`src/rtl/mult_if.sv`:
```
// ---------------------------------------------------------------------------
// mult_if
//   EX-stage bundle between the pipeline and the iterative multiplier.
//
//   Pipeline -> multiplier (driven by the master):
//     start_e    mult/multu is in EX this cycle
//     signed_e   1 = mult (two's complement), 0 = multu
//     srca_e     rs operand
//     srcb_e     rt operand
//     flush_e    EX squash; aborts a multiply in flight
//     hiwrite_e  mthi
//     lowrite_e  mtlo
//     wd_e       mthi/mtlo data
//   Multiplier -> pipeline (driven by the slave):
//     hi, lo     HI/LO register pair
//     mult_done  1 = no multiply in flight, 0 = busy (stall F/D)
// ---------------------------------------------------------------------------
interface mult_if #(
  parameter int WIDTH = 32
);

  logic             start_e;
  logic             signed_e;
  logic [WIDTH-1:0] srca_e;
  logic [WIDTH-1:0] srcb_e;
  logic             flush_e;
  logic             hiwrite_e;
  logic             lowrite_e;
  logic [WIDTH-1:0] wd_e;
  logic [WIDTH-1:0] hi;
  logic [WIDTH-1:0] lo;
  logic             mult_done;

  modport master (
    output start_e, signed_e, srca_e, srcb_e, flush_e,
           hiwrite_e, lowrite_e, wd_e,
    input  hi, lo, mult_done
  );

  modport slave (
    input  start_e, signed_e, srca_e, srcb_e, flush_e,
           hiwrite_e, lowrite_e, wd_e,
    output hi, lo, mult_done
  );

endinterface

```
`src/rtl/mult_unit.sv`:
```
// ---------------------------------------------------------------------------
// mult_unit
//   Multi-cycle shift-add multiplier for the MIPS EX stage. Executes
//   mult/multu, holds the HI/LO pair read by mfhi/mflo and services
//   mthi/mtlo writes.
//
//   The operands are reduced to magnitudes at capture, multiplied unsigned
//   on 2*WIDTH bits, and the product is negated at the end when the operand
//   signs differ (signed multiply only).
//
// Parameters:
//   WIDTH   operand width; product is 2*WIDTH bits (HI upper, LO lower)
//   CNT_W   iteration counter width
//
// Ports:
//   clk       pipeline clock, rising edge
//   reset_n   asynchronous active-low reset
//   bus       mult_if slave modport (operands, control, HI/LO, mult_done)
//
// Configuration:
//   MULT_RADIX4_EN  when defined, each RUN cycle retires two multiplier bits
//                   (RUN lasts WIDTH/2 cycles; WIDTH must be even). When
//                   undefined, radix-2 with WIDTH RUN cycles.
// ---------------------------------------------------------------------------
module mult_unit #(
  parameter int WIDTH = 32,
  parameter int CNT_W = $clog2(WIDTH) + 1
) (
  input  logic clk,
  input  logic reset_n,
  mult_if.slave bus
);

  localparam logic [0:0] STATE_IDLE = 1'b0;
  localparam logic [0:0] STATE_RUN  = 1'b1;

`ifdef MULT_RADIX4_EN
  localparam int ITER = WIDTH / 2;
`else
  localparam int ITER = WIDTH;
`endif

  // Count value during the final RUN cycle; the edge that ends this cycle
  // brings the count to ITER and writes the product.
  localparam logic [CNT_W-1:0] LAST_CNT = CNT_W'(ITER - 1);

  logic [0:0]         state_q;
  logic [CNT_W-1:0]   count_q;
  logic [2*WIDTH-1:0] acc_q;
  logic [2*WIDTH-1:0] mcand_q;
  logic [WIDTH-1:0]   mplier_q;
  logic               neg_q;
  logic [WIDTH-1:0]   hi_q;
  logic [WIDTH-1:0]   lo_q;
`ifdef MULT_RADIX4_EN
  logic [2*WIDTH-1:0] mcand3_q;
`endif

  logic               a_neg;
  logic               b_neg;
  logic [WIDTH-1:0]   a_mag;
  logic [WIDTH-1:0]   b_mag;
  logic [2*WIDTH-1:0] a_ext;
  logic [2*WIDTH-1:0] partial;
  logic [2*WIDTH-1:0] acc_next;
  logic [2*WIDTH-1:0] product;
  logic               start_ok;

  // Operand magnitudes. The most negative value maps onto itself, which read
  // as unsigned is exactly its magnitude, so no extra bit is needed.
  always_comb begin
    a_neg = bus.signed_e & bus.srca_e[WIDTH-1];
    b_neg = bus.signed_e & bus.srcb_e[WIDTH-1];
    a_mag = a_neg ? (~bus.srca_e + WIDTH'(1)) : bus.srca_e;
    b_mag = b_neg ? (~bus.srcb_e + WIDTH'(1)) : bus.srcb_e;
    a_ext = {{WIDTH{1'b0}}, a_mag};
  end

  // A squash in EX kills the multiply before it begins.
  assign start_ok = bus.start_e & ~bus.flush_e;

  // Partial product selected by the low multiplier bit(s) this cycle.
  always_comb begin
    partial = '0;
`ifdef MULT_RADIX4_EN
    unique case (mplier_q[1:0])
      2'b01:   partial = mcand_q;
      2'b10:   partial = {mcand_q[2*WIDTH-2:0], 1'b0};
      2'b11:   partial = mcand3_q;
      default: partial = '0;
    endcase
`else
    if (mplier_q[0]) begin
      partial = mcand_q;
    end
`endif
  end

  // The final product includes the last cycle's partial, so the sign fix-up
  // is applied to the accumulator value that is about to be formed.
  always_comb begin
    acc_next = acc_q + partial;
    product  = neg_q ? (~acc_next + (2*WIDTH)'(1)) : acc_next;
  end

  // Control and datapath sequencing. In IDLE a start captures operands and
  // wins over any mthi/mtlo in the same cycle; otherwise the writes land.
  // In RUN a flush abandons the multiply without touching HI/LO, and
  // new starts and writes are ignored because the hazard unit stalls them.
  always_ff @(posedge clk or negedge reset_n) begin
    if (!reset_n) begin
      state_q  <= STATE_IDLE;
      count_q  <= '0;
      acc_q    <= '0;
      mcand_q  <= '0;
      mplier_q <= '0;
      neg_q    <= 1'b0;
      hi_q     <= '0;
      lo_q     <= '0;
`ifdef MULT_RADIX4_EN
      mcand3_q <= '0;
`endif
    end else begin
      case (state_q)
        STATE_IDLE: begin
          if (start_ok) begin
            state_q  <= STATE_RUN;
            count_q  <= '0;
            acc_q    <= '0;
            mcand_q  <= a_ext;
            mplier_q <= b_mag;
            neg_q    <= a_neg ^ b_neg;
`ifdef MULT_RADIX4_EN
            mcand3_q <= {a_ext[2*WIDTH-2:0], 1'b0} + a_ext;
`endif
          end else if (!bus.start_e) begin
            if (bus.hiwrite_e) begin
              hi_q <= bus.wd_e;
            end
            if (bus.lowrite_e) begin
              lo_q <= bus.wd_e;
            end
          end
        end

        STATE_RUN: begin
          if (bus.flush_e) begin
            state_q <= STATE_IDLE;
          end else begin
            acc_q   <= acc_next;
            count_q <= count_q + CNT_W'(1);
`ifdef MULT_RADIX4_EN
            mcand_q  <= {mcand_q[2*WIDTH-3:0], 2'b00};
            mcand3_q <= {mcand3_q[2*WIDTH-3:0], 2'b00};
            mplier_q <= {2'b00, mplier_q[WIDTH-1:2]};
`else
            mcand_q  <= {mcand_q[2*WIDTH-2:0], 1'b0};
            mplier_q <= {1'b0, mplier_q[WIDTH-1:1]};
`endif
            if (count_q == LAST_CNT) begin
              state_q <= STATE_IDLE;
              hi_q    <= product[2*WIDTH-1:WIDTH];
              lo_q    <= product[WIDTH-1:0];
            end
          end
        end

        default: begin
          state_q <= STATE_IDLE;
        end
      endcase
    end
  end

  assign bus.hi        = hi_q;
  assign bus.lo        = lo_q;
  assign bus.mult_done = (state_q == STATE_IDLE);

endmodule

```
`src/flat_wrapper.sv`:
```
// flat-port wrapper written by rule: the top's interface ports become plain ports
module mult_unit_flat 
#(
  parameter int WIDTH = 32,
  parameter int CNT_W = $clog2(WIDTH) + 1
)
  (clk, reset_n, bus_start_e, bus_signed_e, bus_srca_e, bus_srcb_e, bus_flush_e, bus_hiwrite_e, bus_lowrite_e, bus_wd_e, bus_hi, bus_lo, bus_mult_done);
  mult_if #(.WIDTH(WIDTH)) bus_i ();
  input  logic clk;
  input  logic reset_n;
  input wire logic [$bits(bus_i.start_e)-1:0] bus_start_e;
  input wire logic [$bits(bus_i.signed_e)-1:0] bus_signed_e;
  input wire logic [$bits(bus_i.srca_e)-1:0] bus_srca_e;
  input wire logic [$bits(bus_i.srcb_e)-1:0] bus_srcb_e;
  input wire logic [$bits(bus_i.flush_e)-1:0] bus_flush_e;
  input wire logic [$bits(bus_i.hiwrite_e)-1:0] bus_hiwrite_e;
  input wire logic [$bits(bus_i.lowrite_e)-1:0] bus_lowrite_e;
  input wire logic [$bits(bus_i.wd_e)-1:0] bus_wd_e;
  output wire logic [$bits(bus_i.hi)-1:0] bus_hi;
  output wire logic [$bits(bus_i.lo)-1:0] bus_lo;
  output wire logic [$bits(bus_i.mult_done)-1:0] bus_mult_done;
  assign bus_i.start_e = bus_start_e;
  assign bus_i.signed_e = bus_signed_e;
  assign bus_i.srca_e = bus_srca_e;
  assign bus_i.srcb_e = bus_srcb_e;
  assign bus_i.flush_e = bus_flush_e;
  assign bus_i.hiwrite_e = bus_hiwrite_e;
  assign bus_i.lowrite_e = bus_lowrite_e;
  assign bus_i.wd_e = bus_wd_e;
  assign bus_hi = bus_i.hi;
  assign bus_lo = bus_i.lo;
  assign bus_mult_done = bus_i.mult_done;
  mult_unit #(.WIDTH(WIDTH), .CNT_W(CNT_W)) u_core (.clk(clk), .reset_n(reset_n), .bus(bus_i));
endmodule
```
`config.mk`:
```
export PLATFORM = sky130hd
export DESIGN_NAME = mult_unit_flat
export DESIGN_NICKNAME = d
export VERILOG_FILES = /design/src/rtl/mult_if.sv /design/src/rtl/mult_unit.sv /design/src/flat_wrapper.sv
export SDC_FILE = /design/constraint.sdc
export NUM_CORES = 1
export LEC_CHECK = 0
export BUFFER_PORTS_ARGS = -buffer_cell sky130_fd_sc_hd__buf_2
export CAP_MARGIN = 20
export CORE_AREA = 2 2 183 185
export CTS_CLUSTER_SIZE = 14
export DETAILED_ROUTE_END_ITERATION = 16
export DIE_AREA = 0 0 185 187
export HOLD_SLACK_MARGIN = 0.03
export PLACE_DENSITY = 0.79
export SETUP_SLACK_MARGIN = 0.2
export SYNTH_ARGS = -nofsm -noshare
export SYNTH_HDL_FRONTEND = slang
export SYNTH_SLANG_ARGS = --single-unit
```
`constraint.sdc`:
```
create_clock -name clk -period 6.5 [get_ports clk]
set_clock_uncertainty 0.15 [all_clocks]
set_input_delay 0.65 -clock clk [delete_from_list [all_inputs] [get_ports clk]]
set_output_delay 0.65 -clock clk [all_outputs]
set_load 0.01 [all_outputs]
```
==> results of run 1 <==
[through the flow]
stage | cell area (µm²) | utilization [%] | total power (W)
after floorplan | 17700 | - | 0.00274
after global placement | 18800 | 57.3 | 0.00324
after detailed placement | 18800 | 57.3 | 0.00327
after CTS | 19800 | 60.3 | 0.00498
after global routing | 19800 | 60.3 | 0.00521
final | 19800 | 60.3 | 0.00497
[registers in the layout (all words and copies together), names as in the netlist]
register,cells
u_core.acc_q,64
u_core.bus.hi,32
u_core.bus.lo,32
u_core.count_q,6
u_core.mcand_q,64
u_core.mplier_q,32
u_core.neg_q,1
u_core.state_q,1
[logic make-up (layout without fill, tap and decap cells)]
logic type               Yosys count  after routing  synth area share [%]
buffers and inverters            165            264                  3.65
AND/OR/NAND/NOR                  882            882                  23.6
multiplexers                      10             10                 0.564
flip-flops                       232            232                  32.7
other                              0              2                     0
AO/OA/AOI/OAI                    775            775                  27.0
adder cells (fa/ha/maj)           68             68                  4.84
XOR/XNOR                         153            153                  7.60
[path summary, 6_finish.rpt]
kind	start	endpoint	slack (ns)	cells after the start
max in group asynchronous	reset_n	u_core.state_q	4.27	3
max reg2reg	u_core.mplier_q[0]	u_core.bus.hi[28]	0.62	17
min	bus_srca_e[0]	u_core.mcand_q[0]	0.23	3
min in group asynchronous	reset_n	u_core.acc_q[39]	0.47	2
min reg2reg	u_core.bus.lo[6]	u_core.bus.lo[6]	0.32	1
max	u_core.mplier_q[0]	u_core.bus.hi[28]	0.62	17
[cells in the final DEF (no fill, tap or decap), drive strengths merged, types with 18 or more instances in the layout]
cell and instances:
a211oi 22, or3 32, a21oi 201, a22o 18, ha 67, o21ai 291
o22ai 30, xnor2 73, nand4 40, and2 78, nor2 176, clkbuf 34
nand2 367, a21o 42, buf 191, nand3 35, nor4 33, dfrtp 232
o31ai 36, xor2 80, nor3 39, inv 23
[cell type report]
cell class | count | area share [%]
multi-input combinational | 1888 | 57.2
sequential | 232 | 29.3
timing repair buffer | 192 | 5.29
clock buffer | 34 | 3.74
tap | 448 | 2.83
clock inverter | 15 | 1.21
inverter | 23 | 0.436
antenna | 2 | 0.0252
[worst min-delay path, delay by kind of cell]
family          cells  cell delay [ns]
buf+inv             1             0.12
simple gates        1             0.05
compound gates      1             0.07
[metal layers]
metal  routed length [µm]  track usage, %  part of all wire [%]
met5                    0               0                     0
met4                 3810            19.0                   6.7
met3                 3490            4.24                   6.1
met2                26600            53.7                    46
met1                23300            41.7                    41
[report_power, final]
part           internal [W]  total (W)  switching (W)  leakage (nW)
Combinational      0.000530    0.00147       0.000945          5.19
Clock               0.00104    0.00170       0.000652         0.483
Sequential          0.00164    0.00180       0.000165          3.02
==> out/summary.txt, run 1 <==
GPL Wtd Cong - 1.00
TritonCTS clock tree - built
Slew Limit Fails - 0
FF/Latch Area - 5810 µm²
Via Count - 17800
Worst hold-check path type - in2reg
Die footprint - 34600 µm²
ANT nets after route - 0
Share of cells above drive strength 1 - 11.8%
First-pass GRT wire length - 91000 µm
Synth Instances - 2285
DR DRC count - 0
Row cnt - 67
Port bufs - 167
Seq/Total Area, Yosys - 32.7%
CP required - 6.79 ns
Resized Gates After CTS - 0
Area occupied by multi-input gates - 11300 µm²
Slew headroom - 31.5%
Clk buf depth - 3
Peak VDD IR - 0.202 mV
Pre-antenna DRT Iters - 5
Clock latency on the worst-skew pair - 0.56 ns
Synth area leaders - dfrtp_1 33%, o21ai_0 8.0%, nand2_1 7.8%, a21oi_1 5.6%, ha_1 4.7%
Post-synth top area share - 32.7%
Delay-heaviest family, CP - compound AO/OA/AOI/OAI gates
Largest net degree at the start of global routing - 164
Crit Path Category - reg2reg
Initial antenna violation count - 2
Post-Syn Area - 17700 µm²
Drt wl/cell - 20.2 µm
Syn Area/Cell - 7.76 µm²
Max stage delay on crit path - 0.94 ns
Clk sinks - 232
Asr flop ratio synth - 100%
Min Tclk post-route - 5.88 ns
Setup Buffers After CTS - 0
Final hold vios - 0
Critical path data arrival time - 6.17 ns
GRT Util Overall - 32.8%
Netlist cell types - 92
DP Cell Count - 2782
Critical Path Source Type - flop
Count leader, synth - nand2_1
EDFF count, synth - 0
Post-CTS Hold Fix Bufs - 1
Drt total wl - 57200 µm
Crit-path slowest cell - dfrtp_1
Post-synth top flop - dfrtp_1
RSZ-0062 raised after global routing - false
Pwr dens - 251 nW/µm²
Initial DRC count - 1403
Pre-CTS setup slack - 0.717 ns
Initial Utilization - 54.0%
TritonCTS buffer count - 27
Max-cap violations - 0
Area Overhead vs Synth - 11.7%
Vias in the first global route - 16900
Peak Freq - 0.170 GHz
Yosys reg bits - 232
Worst Tran Pin Value - 1.03 ns
Critical path fanouts, max - 33
Clk slew on worst S/H paths - 0.06 ns
Post-DP HPWL - 43200 µm
Critical-path cell list - and2_1 > ha_1 > inv_1 > fa_1 > nor2b_4 > o311a_4 > o211ai_1 > a311oi_1 > o2111ai_1 > nor3b_1 > xnor2_1 > buf_4 > nor4_1 > nand4_1 > o41ai_2 > xor2_1 > a21oi_1
Final Non-Filler Cells - 2834
Setup TNS - 0 ns
Vias/cell - 6.27
Status - complete, no violations
H-tree Lvls - 1
Post-synth top cells - 367 x nand2_1, 283 x o21ai_0, 232 x dfrtp_1
CTS Root Cell - clkbuf_16
Overflow after GRT - 0
PnR worst setup slack - 0.617 ns
Die Y - 187 µm
Core ar. - 32900 µm²
Die Wd - 185 µm
Warnings, synthesis - 0
Syn_nets - 2456
LEAKAGE - 8.69 nW
Synth area leader - dfrtp_1
# setup viols final - 0
# fillers - 3029
Worst Path Buf+Inv - 2
Crit. End Element - flop
Final nets - 2535
Hold slack - 0.226 ns
Final period utilization - 90.5%
Io pins - 168
Power figures use the tool's default switching activity.
==> run 2: changes to the inputs <==
--- a/config.mk
+++ b/config.mk
@@ -7,12 +7,12 @@
 export LEC_CHECK = 0
 export BUFFER_PORTS_ARGS = -buffer_cell sky130_fd_sc_hd__buf_2
 export CAP_MARGIN = 20
-export CORE_AREA = 2 2 183 185
+export CORE_AREA = 2 2 192 194
 export CTS_CLUSTER_SIZE = 14
 export DETAILED_ROUTE_END_ITERATION = 16
-export DIE_AREA = 0 0 185 187
+export DIE_AREA = 0 0 194 196
 export HOLD_SLACK_MARGIN = 0.03
-export PLACE_DENSITY = 0.79
+export PLACE_DENSITY = 0.73
 export SETUP_SLACK_MARGIN = 0.2
 export SYNTH_ARGS = -nofsm -noshare
 export SYNTH_HDL_FRONTEND = slang
==> run 2 against run 1 <==
  * Cell count grew 0.74%
  * Sequential share of layout area barely moved
  * Register-to-register slack about the same
  * Clock power decreased by 5%
  * Count of clock-buffer cells in the layout increased by 6
  * Combinational power barely moved
  * Total power shrank 1.5%
  * Setup slack got worse by 0.0040 ns
  * Sequential cell count is the same
  * Final area shrank 0.11%
  * Largest power group unchanged
==> out/summary.txt, run 2 (synthesized netlist as in run 1, its figures left out) <==
Status - complete, no violations
Final instance area - 19800 µm²
Met2 GRT Util - 51.1%
Crit Path Category - reg2reg
Worst Setup SP - u_core.mplier_q[0]
Largest regs - u_core.acc_q: 64 flops, u_core.mcand_q: 64 flops
GRT Util Overall - 30.8%
Vias/cell - 6.24
Clk sinks - 232
RSZ-0062 raised after global routing - false
Startpoint of the lowest-slack hold path - bus_srca_e[0]
Worst r2r src - u_core.mplier_q[0]
Largest net degree at the start of global routing - 91
CTS Root Cell - clkbuf_16
Share of cells above drive strength 1 - 11.9%
Worst hold-check path type - in2reg
Row cnt - 70
Pre-CTS setup slack - 0.742 ns
Drt total wl - 59900 µm
LEAKAGE - 8.67 nW
Power Total - 0.00490 W
Peak VDD IR - 0.290 mV
FF/Latch Area - 5810 µm²
Final nets - 2537
ANT nets after route - 0
Resized Gates After CTS - 0
Vias in the first global route - 17000
Pre-antenna DRT Iters - 6
Initial DRC count - 1558
First-pass GRT wire length - 94500 µm
Via Count - 17800
Antenna Cells - 0
Io pins - 168
Setup TNS - 0 ns
Overflow after GRT - 0
Delay-heaviest family, CP - compound AO/OA/AOI/OAI gates
Final hold vios - 0
TritonCTS buffer count - 28
TritonCTS clock tree - built
GPL Wtd Cong - 0.984
Critical path fanouts, max - 39
Clk slew on worst S/H paths - 0.06 ns
Core ar. - 36100 µm²
Min Tclk post-route - 5.89 ns
Critical path data arrival time - 6.18 ns
Placed cell area - 18800 µm²
Initial antenna violation count - 0
Clock latency on the worst-skew pair - 0.58 ns
Max stage delay on crit path - 0.76 ns
Peak Freq - 0.170 GHz
Die Wd - 194 µm
Worst Tran Pin Value - 1.05 ns
Port bufs - 167
Gr busiest metal - met2
Clk buf depth - 3
# fillers - 3405
Most frequent cells in the layout - 367 x nand2_1, 283 x o21ai_0, 231 x dfrtp_1
CP required - 6.80 ns
Area occupied by multi-input gates - 11300 µm²
PnR worst setup slack - 0.613 ns
Met3 Use GR - 4.09%
# setup viols final - 0
Crit-path slowest cell - dfrtp_1
Initial Utilization - 49.2%
Pwr dens - 247 nW/µm²
Area Overhead vs Synth - 11.6%
Final period utilization - 90.6%
Critical-path cell list - buf_4 > and2_1 > ha_1 > a21oi_1 > o21ai_0 > a21oi_1 > o31ai_1 > or3_1 > a22oi_1 > nand4_1 > nor4_1 > buf_4 > nand3_1 > o31ai_1 > xor2_1 > a221oi_1
Slew headroom - 29.7%
Critical Path Source Type - flop
Die footprint - 38000 µm²
Post-DP HPWL - 45000 µm
Worst Path Buf+Inv - 2
Slew Limit Fails - 0
DR DRC count - 0
Die Y - 196 µm
Drt wl/cell - 21.0 µm
Crit. End Element - flop
M1 GR Usage - 40.0%
H-tree Lvls - 1
Most common cell after layout, fill and taps aside - nand2_1
Max-cap violations - 0
==> run 2: final cells by class <==
cell class | instances | area share, %
timing repair buffer | 193 | 5.27
multi-input combinational | 1888 | 57.2
sequential | 232 | 29.3
clock inverter | 11 | 0.600
tap | 468 | 2.96
inverter | 23 | 0.436
clock buffer | 40 | 4.17
==> run 2: stage by stage <==
stage                     instances  hold slack, ns  util (%)
final                          2855           0.206      54.9
after global routing           2855           0.206      54.9
after CTS                      2855           0.180      54.9
after detailed placement       2803           0.312      52.2
after global placement         2803           0.310      52.2
after floorplan                2285           0.204         -
==> run 2: where the power goes <==
part           total, W  internal [W]  switching (W)
Combinational   0.00148      0.000528       0.000952
Sequential      0.00180       0.00164       0.000167
Clock           0.00161      0.000958       0.000656
==> run 2: worst register-to-register path, delay by kind of cell (launching register included) <==
family	cells	cell delay [ns]
AO/OA/AOI/OAI	7	2.35
AND/OR/NAND/NOR	5	1.41
buffers and inverters	2	0.64
flip-flops	1	0.76
adder cells (fa/ha/maj)	1	0.36
XOR/XNOR	1	0.11
==> run 2: worst paths after layout <==
check	end	slack [ns]	depth (start not counted)
max in group asynchronous	u_core.state_q	4.09	3
max	u_core.bus.hi[23]	0.61	16
min	u_core.mcand_q[0]	0.21	3
max reg2reg	u_core.bus.hi[23]	0.61	16
min in group asynchronous	u_core.acc_q[41]	0.55	2
min reg2reg	u_core.bus.hi[3]	0.32	1
==> run 2: routing by layer <==
layer,vias up,wire (µm)
li1,8428,-
met1,8549,25400
met2,668,27900
met3,171,3590
met4,0,3070
met5,-,0
==> run 2: timing repair <==
item,CTS,global route
hold buffers,1,0
setup buffers,0,0
endpoints found under the hold margin,86,0
==> run 3: changes to the inputs <==
--- a/config.mk
+++ b/config.mk
@@ -5,12 +5,13 @@
 export SDC_FILE = /design/constraint.sdc
 export NUM_CORES = 1
 export LEC_CHECK = 0
+export ABC_AREA = 1
 export BUFFER_PORTS_ARGS = -buffer_cell sky130_fd_sc_hd__buf_2
 export CAP_MARGIN = 20
-export CORE_AREA = 2 2 192 194
+export CORE_AREA = 2 2 203 205
 export CTS_CLUSTER_SIZE = 14
 export DETAILED_ROUTE_END_ITERATION = 16
-export DIE_AREA = 0 0 194 196
+export DIE_AREA = 0 0 205 207
 export HOLD_SLACK_MARGIN = 0.03
 export PLACE_DENSITY = 0.73
 export SETUP_SLACK_MARGIN = 0.2
==> run 3 against run 2 <==
  * Hold slack got worse by 0.077 ns
  * Core utilization decreased by 0.052 points
  * Synthesized cell count increased by 42%
  * Combinational power increased by 59%
  * Die area increased by 12%
  * Count of clock-buffer cells in the layout decreased by 1
  * Clock power increased by 2%
  * Sequential cell count unchanged
  * Total power increased by 22%
  * Cell count increased by 38%
  * Setup slack improved by 1.4 ns
  * Critical path depth increased by 5
==> out/summary.txt, run 3 <==
CP required - 6.86 ns
Core ar. - 40400 µm²
GRT Util Overall - 33.8%
Vias in the first global route - 19700
Cells on worst reg2reg path - 21
Initial Utilization - 49.1%
Clock latency on the worst-skew pair - 0.58 ns
Die Y - 207 µm
Largest regs - u_core.acc_q: 64 flops, u_core.mcand_q: 64 flops
M1 GR Usage - 48.6%
Worst hold-check path type - in2reg
RSZ-0062 raised after global routing - false
LEAKAGE - 12.3 nW
Post-DP HPWL - 56900 µm
Crit path to - u_core.bus.hi[29]
DR DRC count - 0
Hold slack - 0.129 ns
Port bufs - 167
Largest net degree at the start of global routing - 165
Vias/cell - 5.50
Yosys reg bits - 232
Startpoint of the lowest-slack hold path - bus_flush_e
Met3 Use GR - 5.18%
TritonCTS clock tree - built
Via Count - 21600
# fillers - 4182
Overflow after GRT - 0
Min Tclk post-route - 4.52 ns
DP Cell Count - 3872
Worst Tran Pin Value - 1.10 ns
PnR worst setup slack - 1.98 ns
Pre-CTS setup slack - 2.17 ns
ANT nets after route - 0
EDFF count, synth - 0
Gr busiest metal - met2
Io pins - 168
# setup viols final - 0
Warnings, synthesis - 0
Post-synth top flop - dfrtp_1
Reg2reg setup slack - 1.98 ns
TritonCTS buffer count - 29
Post-Syn Area - 19800 µm²
Die footprint - 42400 µm²
Drt total wl - 72500 µm
H-tree Lvls - 1
Slew Limit Fails - 0
Synth area leader - dfrtp_1
Syn_nets - 3426
Hold Path Depth - 2
Peak VDD IR - 0.248 mV
Status - complete, no violations
Crit Path Category - reg2reg
Setup TNS - 0 ns
GPL Wtd Cong - 1.03
Share of cells above drive strength 1 - 11.0%
Post-synth top cells - 1097 x nand2_1, 542 x inv_1, 252 x o21ai_0
Final nets - 3545
Clk slew on worst S/H paths - 0.07 ns
Area Overhead vs Synth - 11.6%
Critical Path Source Type - flop
Crit. End Element - flop
Initial DRC count - 2248
Count leader, synth - nand2_1
Critical path fanouts, max - 38
Synth area leaders - dfrtp_1 29%, nand2_1 21%, inv_1 10%, o21ai_0 6.4%, nand3_1 4.8%
Syn Area/Cell - 6.09 µm²
Final hold vios - 0
Worst r2r src - u_core.mplier_q[0]
Pre-antenna DRT Iters - 6
Asr flop ratio synth - 100%
Slew headroom - 26.9%
Clk buf depth - 3
Most common cell after layout, fill and taps aside - nand2_1
Post-synth top area share - 29.3%
Most frequent cells in the layout - 1097 x nand2_1, 541 x inv_1, 252 x o21ai_0
Synth Instances - 3255
Initial antenna violation count - 2
Met2 GRT Util - 50.1%
Critical path data arrival time - 4.88 ns
FF-to-FF End - u_core.bus.hi[29]
Final period utilization - 69.6%
Clk sinks - 232
Seq/Total Area, Yosys - 29.3%
Pwr dens - 270 nW/µm²
Max-cap violations - 0
Row cnt - 74
Drt wl/cell - 18.4 µm
First-pass GRT wire length - 111000 µm
Netlist cell types - 48
Final Non-Filler Cells - 3930
Peak Freq - 0.221 GHz
Die Wd - 205 µm
CTS Root Cell - clkbuf_16
Worst Setup SP - u_core.mplier_q[0]
## run 3: routing by layer
metal  share of wire, %  vias up
li1                   -    10600
met1                 43     9866
met2                 42     1024
met3                 10      173
met4                4.8        2
met5              0.018        -
## run 3: how the worst min path moves through the flow
| stage | end |
|---|---|
| 2_1_floorplan | u_core.acc_q[0] |
| 3_3_place_gp | u_core.bus.lo[0] |
| 3_5_place_dp | u_core.mplier_q[31] |
| 4_1_cts | u_core.state_q |
| 5_1_grt | u_core.state_q |
| 6_report | u_core.state_q |
## run 3: where the power goes
group / switching, W / leakage [nW] / total, W / internal (W)
Sequential: 0.000251 / 2.94 / 0.00197 / 0.00172
Clock: 0.000702 / 0.481 / 0.00165 / 0.000952
Combinational: 0.00159 / 8.91 / 0.00235 / 0.000766
Total: 0.00254 / 12.3 / 0.00598 / 0.00344
## run 3: layout make-up
cell class | instances | area [µm²] | area share (%)
clock buffers | 39 | 843 | 3.81
flip-flops and latches | 232 | 5810 | 26.3
inverters | 556 | 2090 | 9.44
multi-input cells | 2375 | 11600 | 52.4
well taps | 532 | 666 | 3.01
clock inverters | 15 | 128 | 0.577
repair buffers | 180 | 998 | 4.51
diodes | 1 | 2.50 | 0.0113
## run 3: logic make-up after synthesis
kind of cell	share of synthesized area, %
AND/OR/NAND/NOR	36.9
buffers and inverters	12.3
AO/OA/AOI/OAI	15.8
flip-flops	29.3
adder cells (fa/ha/maj)	4.33
XOR/XNOR	1.33
## run 3: critical path, stage by stage, from the launching register on
cell	delay, ns
dfrtp_2	0.82
nand2_1	0.29
inv_1	0.11
ha_1	0.20
nand2_1	0.12
nor2_1	0.22
nand2_1	0.19
nor2_1	0.22
nand2_1	0.16
nand3_1	0.20
nand2_1	0.18
nand2_1	0.23
nand2_1	0.12
nor2_1	0.18
nand2_1	0.11
nor2_1	0.34
nand2_1	0.09
nor2_1	0.10
nand3_1	0.10
nand3_1	0.09
nand3_1	0.09
a21oi_1	0.15
## run 3: what timing repair did
item | 4_1_cts | 5_1_grt
hold buffers | 1 | 0
buffers inserted | 0 | 0
endpoints found under the hold margin | 92 | 0
gates resized for setup | 0 | 0
## run 3: through the flow
stage / instance area (µm²) / power [W] / util, %
CTS: 22100 / 0.00592 / 54.7
detailed placement: 21100 / 0.00426 / 52.3
floorplan: 19800 / 0.00348 / -
global route: 22100 / 0.00630 / 54.8
finish: 22100 / 0.00598 / 54.8
global placement: 21100 / 0.00424 / 52.3
